`src/rtl/register_file_mp.sv`:
```
// Multi-ported register file with write-to-read bypass and busy scoreboard; r0 reads as zero.
// Reads are combinational (bypass same-cycle); writes/claims land at the edge; claim_stall refuses a claim on a busy register.
module register_file_mp #(
   parameter int AWIDTH = 5,
   parameter int DWIDTH = 32,
   parameter int NREAD  = 2,
   parameter int NWRITE = 2,
   parameter int BYPASS = 1
) (
   input  logic                     clk,
   input  logic                     rst,
   input  logic [NREAD*AWIDTH-1:0]  raddr,
   output logic [NREAD*DWIDTH-1:0]  rdata,
   output logic [NREAD-1:0]         rbusy,
   input  logic [NWRITE-1:0]        we,
   input  logic [NWRITE*AWIDTH-1:0] waddr,
   input  logic [NWRITE*DWIDTH-1:0] wdata,
   input  logic                     claim_en,
   input  logic [AWIDTH-1:0]        claim_addr,
   output logic                     claim_stall
);

   localparam int DEPTH = 2**AWIDTH;

   logic [DWIDTH-1:0] mem [DEPTH];
   logic [DEPTH-1:0]  busy;
   logic [DEPTH-1:0]  clr_vec;
   logic [DEPTH-1:0]  set_vec;

   always_comb begin
      clr_vec = '0;
      for (int j = 0; j < NWRITE; j++) begin
         if (we[j] && waddr[j*AWIDTH +: AWIDTH] != '0)
            clr_vec[waddr[j*AWIDTH +: AWIDTH]] = 1'b1;
      end
   end

   // A writeback retiring the claimed register this cycle frees it for the new claim.
   assign claim_stall = claim_en && (claim_addr != '0) && busy[claim_addr] && !clr_vec[claim_addr];

   always_comb begin
      set_vec = '0;
      if (claim_en && claim_addr != '0 && !claim_stall)
         set_vec[claim_addr] = 1'b1;
   end

   // Ascending port order: the highest-index writer to an address wins.
   always_ff @(posedge clk) begin
      if (rst) begin
         busy <= '0;
         for (int a = 0; a < DEPTH; a++)
            mem[a] <= '0;
      end else begin
         busy <= (busy & ~clr_vec) | set_vec;
         for (int j = 0; j < NWRITE; j++) begin
            if (we[j] && waddr[j*AWIDTH +: AWIDTH] != '0)
               mem[waddr[j*AWIDTH +: AWIDTH]] <= wdata[j*DWIDTH +: DWIDTH];
         end
      end
   end

   for (genvar i = 0; i < NREAD; i++) begin : g_rd
      logic [AWIDTH-1:0] ra;
      logic [DWIDTH-1:0] rd;
      logic              hit;

      assign ra = raddr[i*AWIDTH +: AWIDTH];

      always_comb begin
         rd  = mem[ra];
         hit = 1'b0;
         if (BYPASS != 0) begin
            for (int j = 0; j < NWRITE; j++) begin
               if (we[j] && waddr[j*AWIDTH +: AWIDTH] == ra) begin
                  hit = 1'b1;
                  rd  = wdata[j*DWIDTH +: DWIDTH];
               end
            end
         end
         if (ra == '0) begin
            rd  = '0;
            hit = 1'b0;
         end
      end

      assign rdata[i*DWIDTH +: DWIDTH] = rd;
      assign rbusy[i] = busy[ra] & ~hit;
   end

endmodule

```
`config.mk`:
```
export PLATFORM = sky130hd
export DESIGN_NAME = register_file_mp
export DESIGN_NICKNAME = d
export VERILOG_FILES = /design/src/rtl/register_file_mp.sv
export SDC_FILE = /design/constraint.sdc
export NUM_CORES = 2
export LEC_CHECK = 0
export CAP_MARGIN = 20
export CORE_AREA = 3 3 504 506
export DETAILED_ROUTE_END_ITERATION = 6
export DIE_AREA = 0 0 507 509
export DONT_BUFFER_PORTS = 1
export GPL_ROUTABILITY_DRIVEN = 1
export HOLD_SLACK_MARGIN = 0.02
export SLEW_MARGIN = 20
export SYNTH_ARGS = -nofsm -noshare
export SYNTH_HDL_FRONTEND = slang
export SYNTH_SLANG_ARGS = --single-unit
export TNS_END_PERCENT = 100
```
`constraint.sdc`:
```
create_clock -name clk -period 2.2 [get_ports clk]
set_input_delay 0.22 -clock clk [delete_from_list [all_inputs] [get_ports clk]]
set_output_delay 0.22 -clock clk [all_outputs]
set_load 0.01 [all_outputs]
```
==> flow_results.xml <==
<?xml version="1.0" encoding="UTF-8"?>
<metrics>
  <group name="status">
    <metric name="status" unit="">finished, violations left</metric>
    <metric name="failed_checks" unit="">setup timing</metric>
  </group>
  <group name="layout">
    <metric name="final_util" unit="%">30.17</metric>
    <metric name="areaGrowthSynthToFinish" unit="%">21.34</metric>
    <metric name="drive_gt1_share" unit="%">34.83</metric>
    <metric name="nets" unit="">4329</metric>
    <metric name="fillers" unit="">24728</metric>
  </group>
  <group name="global_routing">
    <metric name="grt_first_pass_wirelength" unit="um">393600</metric>
    <metric name="grt_busiest_layer" unit="">met2</metric>
    <metric name="grt_overflow" unit="">0</metric>
    <metric name="antenna_found_initial" unit="">22</metric>
    <metric name="gr-usage-met3" unit="%">8.315</metric>
    <metric name="grt_pass1_vias" unit="">47638</metric>
    <metric name="globalRouteMet1Util" unit="%">25.23</metric>
    <metric name="grt_start_max_net_pins" unit="">292</metric>
    <metric name="met2_usage" unit="%">32.72</metric>
    <metric name="groute.usage.overall" unit="%">21.81</metric>
  </group>
  <group name="drt">
    <metric name="dr.pass1.iters" unit="">6</metric>
    <metric name="vias" unit="">48739</metric>
    <metric name="route.detailed.vias_per_inst" unit="">6.326</metric>
    <metric name="drtIter0Drc" unit="">7836</metric>
    <metric name="antenna_left" unit="">0</metric>
    <metric name="drc_errors" unit="">0</metric>
    <metric name="routed_length_per_instance" unit="um">37.97</metric>
    <metric name="wirelength" unit="um">292500</metric>
  </group>
  <group name="yosys">
    <metric name="post_synth_and_or_nand_nor_area_fraction" unit="%">3.027</metric>
    <metric name="synth-main-ff-cell" unit="">edfxtp_1</metric>
    <metric name="total_number_of_yosys_warnings" unit="">0</metric>
    <metric name="synth_mux_area_share" unit="%">23.61</metric>
    <metric name="seq_area_frac_synth" unit="%">50.40</metric>
    <metric name="synth_compound_area_share" unit="%">17.59</metric>
    <metric name="post_synth_fa_ha_maj_area_fraction" unit="%">0</metric>
    <metric name="register_bit_count_reported_by_yosys" unit="">1056</metric>
    <metric name="post_synth_instance_area" unit="mm^2">0.06229</metric>
    <metric name="synth-async-reset-ratio" unit="%">0</metric>
    <metric name="synth_edf_count" unit="">1024</metric>
    <metric name="ys_types" unit="">66</metric>
    <metric name="yosys.area_share.xor_xnor" unit="%">0.3375</metric>
    <metric name="synth_top_family_by_area" unit="">multiplexers</metric>
    <metric name="mapped_cells" unit="">4223</metric>
    <metric name="post_synth.cell_area_avg" unit="um^2">14.75</metric>
  </group>
  <group name="clock_network">
    <metric name="numCtsBuffers" unit="">102</metric>
    <metric name="largest_buffer_count_on_any_clock_path" unit="">3</metric>
    <metric name="cts.root.buffer_cell" unit="">clkbuf_16</metric>
    <metric name="clkSlewWorstSetupHoldPaths" unit="ps">70</metric>
    <metric name="cts.sink_count" unit="">1056</metric>
    <metric name="tritoncts" unit="">built</metric>
    <metric name="worst_skew_pair.late_latency" unit="ps">760</metric>
    <metric name="cts_max_level" unit="">3</metric>
  </group>
  <group name="sta">
    <metric name="final.period_utilization" unit="%">140.9</metric>
    <metric name="worst_pin_slew" unit="ps">976.7</metric>
    <metric name="finalHoldViolations" unit="">0</metric>
    <metric name="fmax" unit="GHz">0.3225</metric>
    <metric name="timing.setup.tns" unit="ps">-47940</metric>
    <metric name="finalWorstSetupSlack" unit="ps">-900.6</metric>
    <metric name="report.final.slew_viol_count" unit="">0</metric>
    <metric name="fin_skew" unit="ps">24.22</metric>
    <metric name="post-route-min-period" unit="ps">3101</metric>
    <metric name="count_of_final_setup_violators" unit="">67</metric>
    <metric name="slew_headroom" unit="%">34.89</metric>
    <metric name="rsz_0062_raised_after_global_routing" unit="">true</metric>
  </group>
  <group name="place">
    <metric name="place.port_buffers" unit="">0</metric>
    <metric name="finalWeightedCongestion" unit="">0.8695</metric>
    <metric name="hpwl_after_detailed_placement" unit="um">152100</metric>
    <metric name="dp_slack" unit="ps">-1050</metric>
  </group>
  <group name="floorplan">
    <metric name="die_area" unit="mm^2">0.2581</metric>
    <metric name="placeableCoreArea" unit="mm^2">0.2505</metric>
    <metric name="die_h" unit="um">509</metric>
    <metric name="dieWidth" unit="um">507</metric>
    <metric name="initial_utilization" unit="%">24.87</metric>
    <metric name="row_count" unit="">184</metric>
    <metric name="io-pin-count" unit="">161</metric>
  </group>
  <group name="power">
    <metric name="power_per_cell_area" unit="mW/mm^2">662.2</metric>
    <metric name="p_leak" unit="uW">0.02487</metric>
    <metric name="max-vdd-ir-drop" unit="mV">0.7426</metric>
  </group>
  <group name="setup_path">
    <metric name="worstReg2RegStart" unit="">busy[3]</metric>
    <metric name="cp_max_fo" unit="">2</metric>
    <metric name="critPathCaptureType" unit="">output pin</metric>
    <metric name="reg2reg_setup_slack" unit="ps">50</metric>
    <metric name="cp_data_required_time" unit="ps">1980</metric>
    <metric name="critPathLaunch" unit="">mem[15][20]</metric>
    <metric name="arrival" unit="ps">2880</metric>
    <metric name="worst_reg_to_reg_path_cell_count" unit="">8</metric>
    <metric name="worst-setup-path-type" unit="">reg2out</metric>
    <metric name="critPathCapture" unit="">rdata[52]</metric>
    <metric name="crit-reg2reg-capture" unit="">busy[20]</metric>
    <metric name="cp-start-kind" unit="">flop</metric>
  </group>
  <group name="flow_run">
    <metric name="number_of_max_capacitance_violations_reported" unit="">0</metric>
  </group>
  <group name="hold_path">
    <metric name="hp-class" unit="">in2reg</metric>
  </group>
</metrics>
==> flip-flops by register name, indices dropped and copies added, names as in the netlist <==
register  count
busy         32
mem        1024
==> placed cells by master, fill, tap and decap left out, types with 14 or more instances in the layout <==
| cell type | netlist | layout |
|---|---|---|
| nand2_1 | 28 | 26 |
| dlygate4sd3_1 | 0 | 144 |
| a21oi_2 | 0 | 41 |
| nor3_1 | 90 | 19 |
| nor2_2 | 0 | 15 |
| buf_4 | 33 | 204 |
| a22o_1 | 992 | 992 |
| buf_6 | 28 | 15 |
| o21ai_0 | 60 | 53 |
| clkbuf_1 | 483 | 24 |
| a21oi_1 | 67 | 22 |
| conb_1 | 1 | 32 |
| a21o_1 | 32 | 26 |
| a32o_1 | 23 | 23 |
| a22oi_2 | 0 | 22 |
| clkinv_2 | 0 | 19 |
| a221oi_2 | 0 | 26 |
| clkinvlp_4 | 0 | 17 |
| mux2i_2 | 0 | 24 |
| edfxtp_1 | 1024 | 1024 |
| dfxtp_1 | 32 | 19 |
| mux4_2 | 600 | 600 |
| mux2i_1 | 115 | 81 |
| xor2_1 | 19 | 18 |
| nor2_4 | 0 | 14 |
| buf_12 | 0 | 178 |
| clkinv_1 | 2 | 24 |
| nor2_1 | 164 | 135 |
| nor3_2 | 0 | 64 |
| o22ai_1 | 26 | 26 |
| diode_2 | 0 | 35 |
| clkbuf_16 | 0 | 105 |
==> worst max-delay path, cell delays in order, from the launching register on <==
cell,delay (ps)
edfxtp_1,430
mux4_2,480
mux4_2,550
mux2i_1,160
a21oi_1,90
a21o_2,280
buf_12,160
==> area by class of cell <==
cell class	instances	area (um^2)	share of cell area (%)
inverter	37	183.9	0.2433
timing repair buffer	556	6825	9.030
clock buffer	130	2731	3.614
multi-input combinational	2482	29640	39.21
clock inverter	60	519.2	0.6870
tap	3348	4189	5.542
sequential	1056	31410	41.55
antenna	35	87.58	0.1159
==> how the worst min path moves through the flow <==
| stage | from | end | slack (ps) | cells after the start |
|---|---|---|---|---|
| 6_report | claim_addr[2] | busy[21] | 60 | 4 |
| 5_1_grt | rst | mem[16][20] | 60 | 2 |
| 4_1_cts | claim_addr[2] | busy[22] | 30 | 4 |
| 3_3_place_gp | rst | busy[0] | 380 | 1 |
| 2_1_floorplan | wdata[13] | mem[30][13] | 430 | 1 |
| 3_5_place_dp | rst | busy[0] | 380 | 1 |
==> logic make-up after synthesis <==
| group | after synthesis |
|---|---|
| AOI/OAI and AO/OA | 1319 |
| xor gates and xnor gates | 24 |
| buffers and inverters | 716 |
| DFF | 1056 |
| muxes | 719 |
| other | 1 |
| and+or+nand+nor | 388 |
==> cell usage after synthesis, drive strengths merged (5+ instances only) <==
| library cell | count | area (um^2) |
|---|---|---|
| buf | 196 | 1177 |
| a22o | 992 | 8688 |
| nor3 | 90 | 450.4 |
| edfxtp | 1024 | 30750 |
| or2 | 7 | 43.79 |
| a211oi | 6 | 45.04 |
| inv | 35 | 131.4 |
| nor4 | 6 | 37.54 |
| nor3b | 6 | 45.04 |
| a22oi | 30 | 225.2 |
| xor2 | 19 | 166.4 |
| xnor2 | 5 | 43.79 |
| a32o | 23 | 230.2 |
| a221oi | 52 | 455.4 |
| clkbuf | 483 | 1813 |
| mux4 | 600 | 13510 |
| dfxtp | 32 | 640.6 |
| nand3 | 23 | 115.1 |
| nor2b | 9 | 56.30 |
| nor2 | 164 | 615.6 |
| mux2i | 115 | 1151 |
| o31a | 5 | 43.79 |
| nand2 | 28 | 105.1 |
| a31o | 7 | 61.31 |
| nand2b | 20 | 127.6 |
| or3 | 6 | 37.54 |
| nand4b | 7 | 82.57 |
| a21oi | 67 | 335.3 |
| o21ai | 60 | 300.3 |
| a21o | 32 | 240.2 |
| o22ai | 27 | 175.2 |
==> per-layer routing <==
metal	part of all wire, %	wire length [um]	up-vias
li1	-	-	17864
met1	33	95090	24995
met2	44	128700	4733
met3	15	42980	1143
met4	8.8	25640	4
met5	0.041	120	-
==> where the power goes <==
part	total [uW]	switching [uW]	internal [uW]	leakage, uW
sequential	23900	569	23300	0.0101
combinational	8190	4320	3860	0.0132
clock	18000	8280	9720	0.00158
total	50100	13200	36900	0.0249
==> timing repair <==
action,in CTS,in global routing
cloned,1,0
hold buffers,209,0
endpoints found under the setup margin,67,92
pin swaps,112,57
gates resized for setup,235,57
setup buffers,6,6
hold endpoints to repair,1056,0
==> stage by stage <==
| step | hold slack (ps) | power (uW) | cell area (um^2) | cells |
|---|---|---|---|---|
| after detailed placement | 376.8 | 30740 | 68290 | 7275 |
| after CTS | 25.59 | 49680 | 75270 | 7667 |
| after global routing | 61.38 | 50930 | 75550 | 7692 |
| final | 57.40 | 50050 | 75580 | 7704 |
| after global placement | 377.2 | 30580 | 68290 | 7275 |
| after floorplan | 429.6 | 29040 | 62810 | 4254 |
No activity file was read; power rests on OpenSTA's default activity.
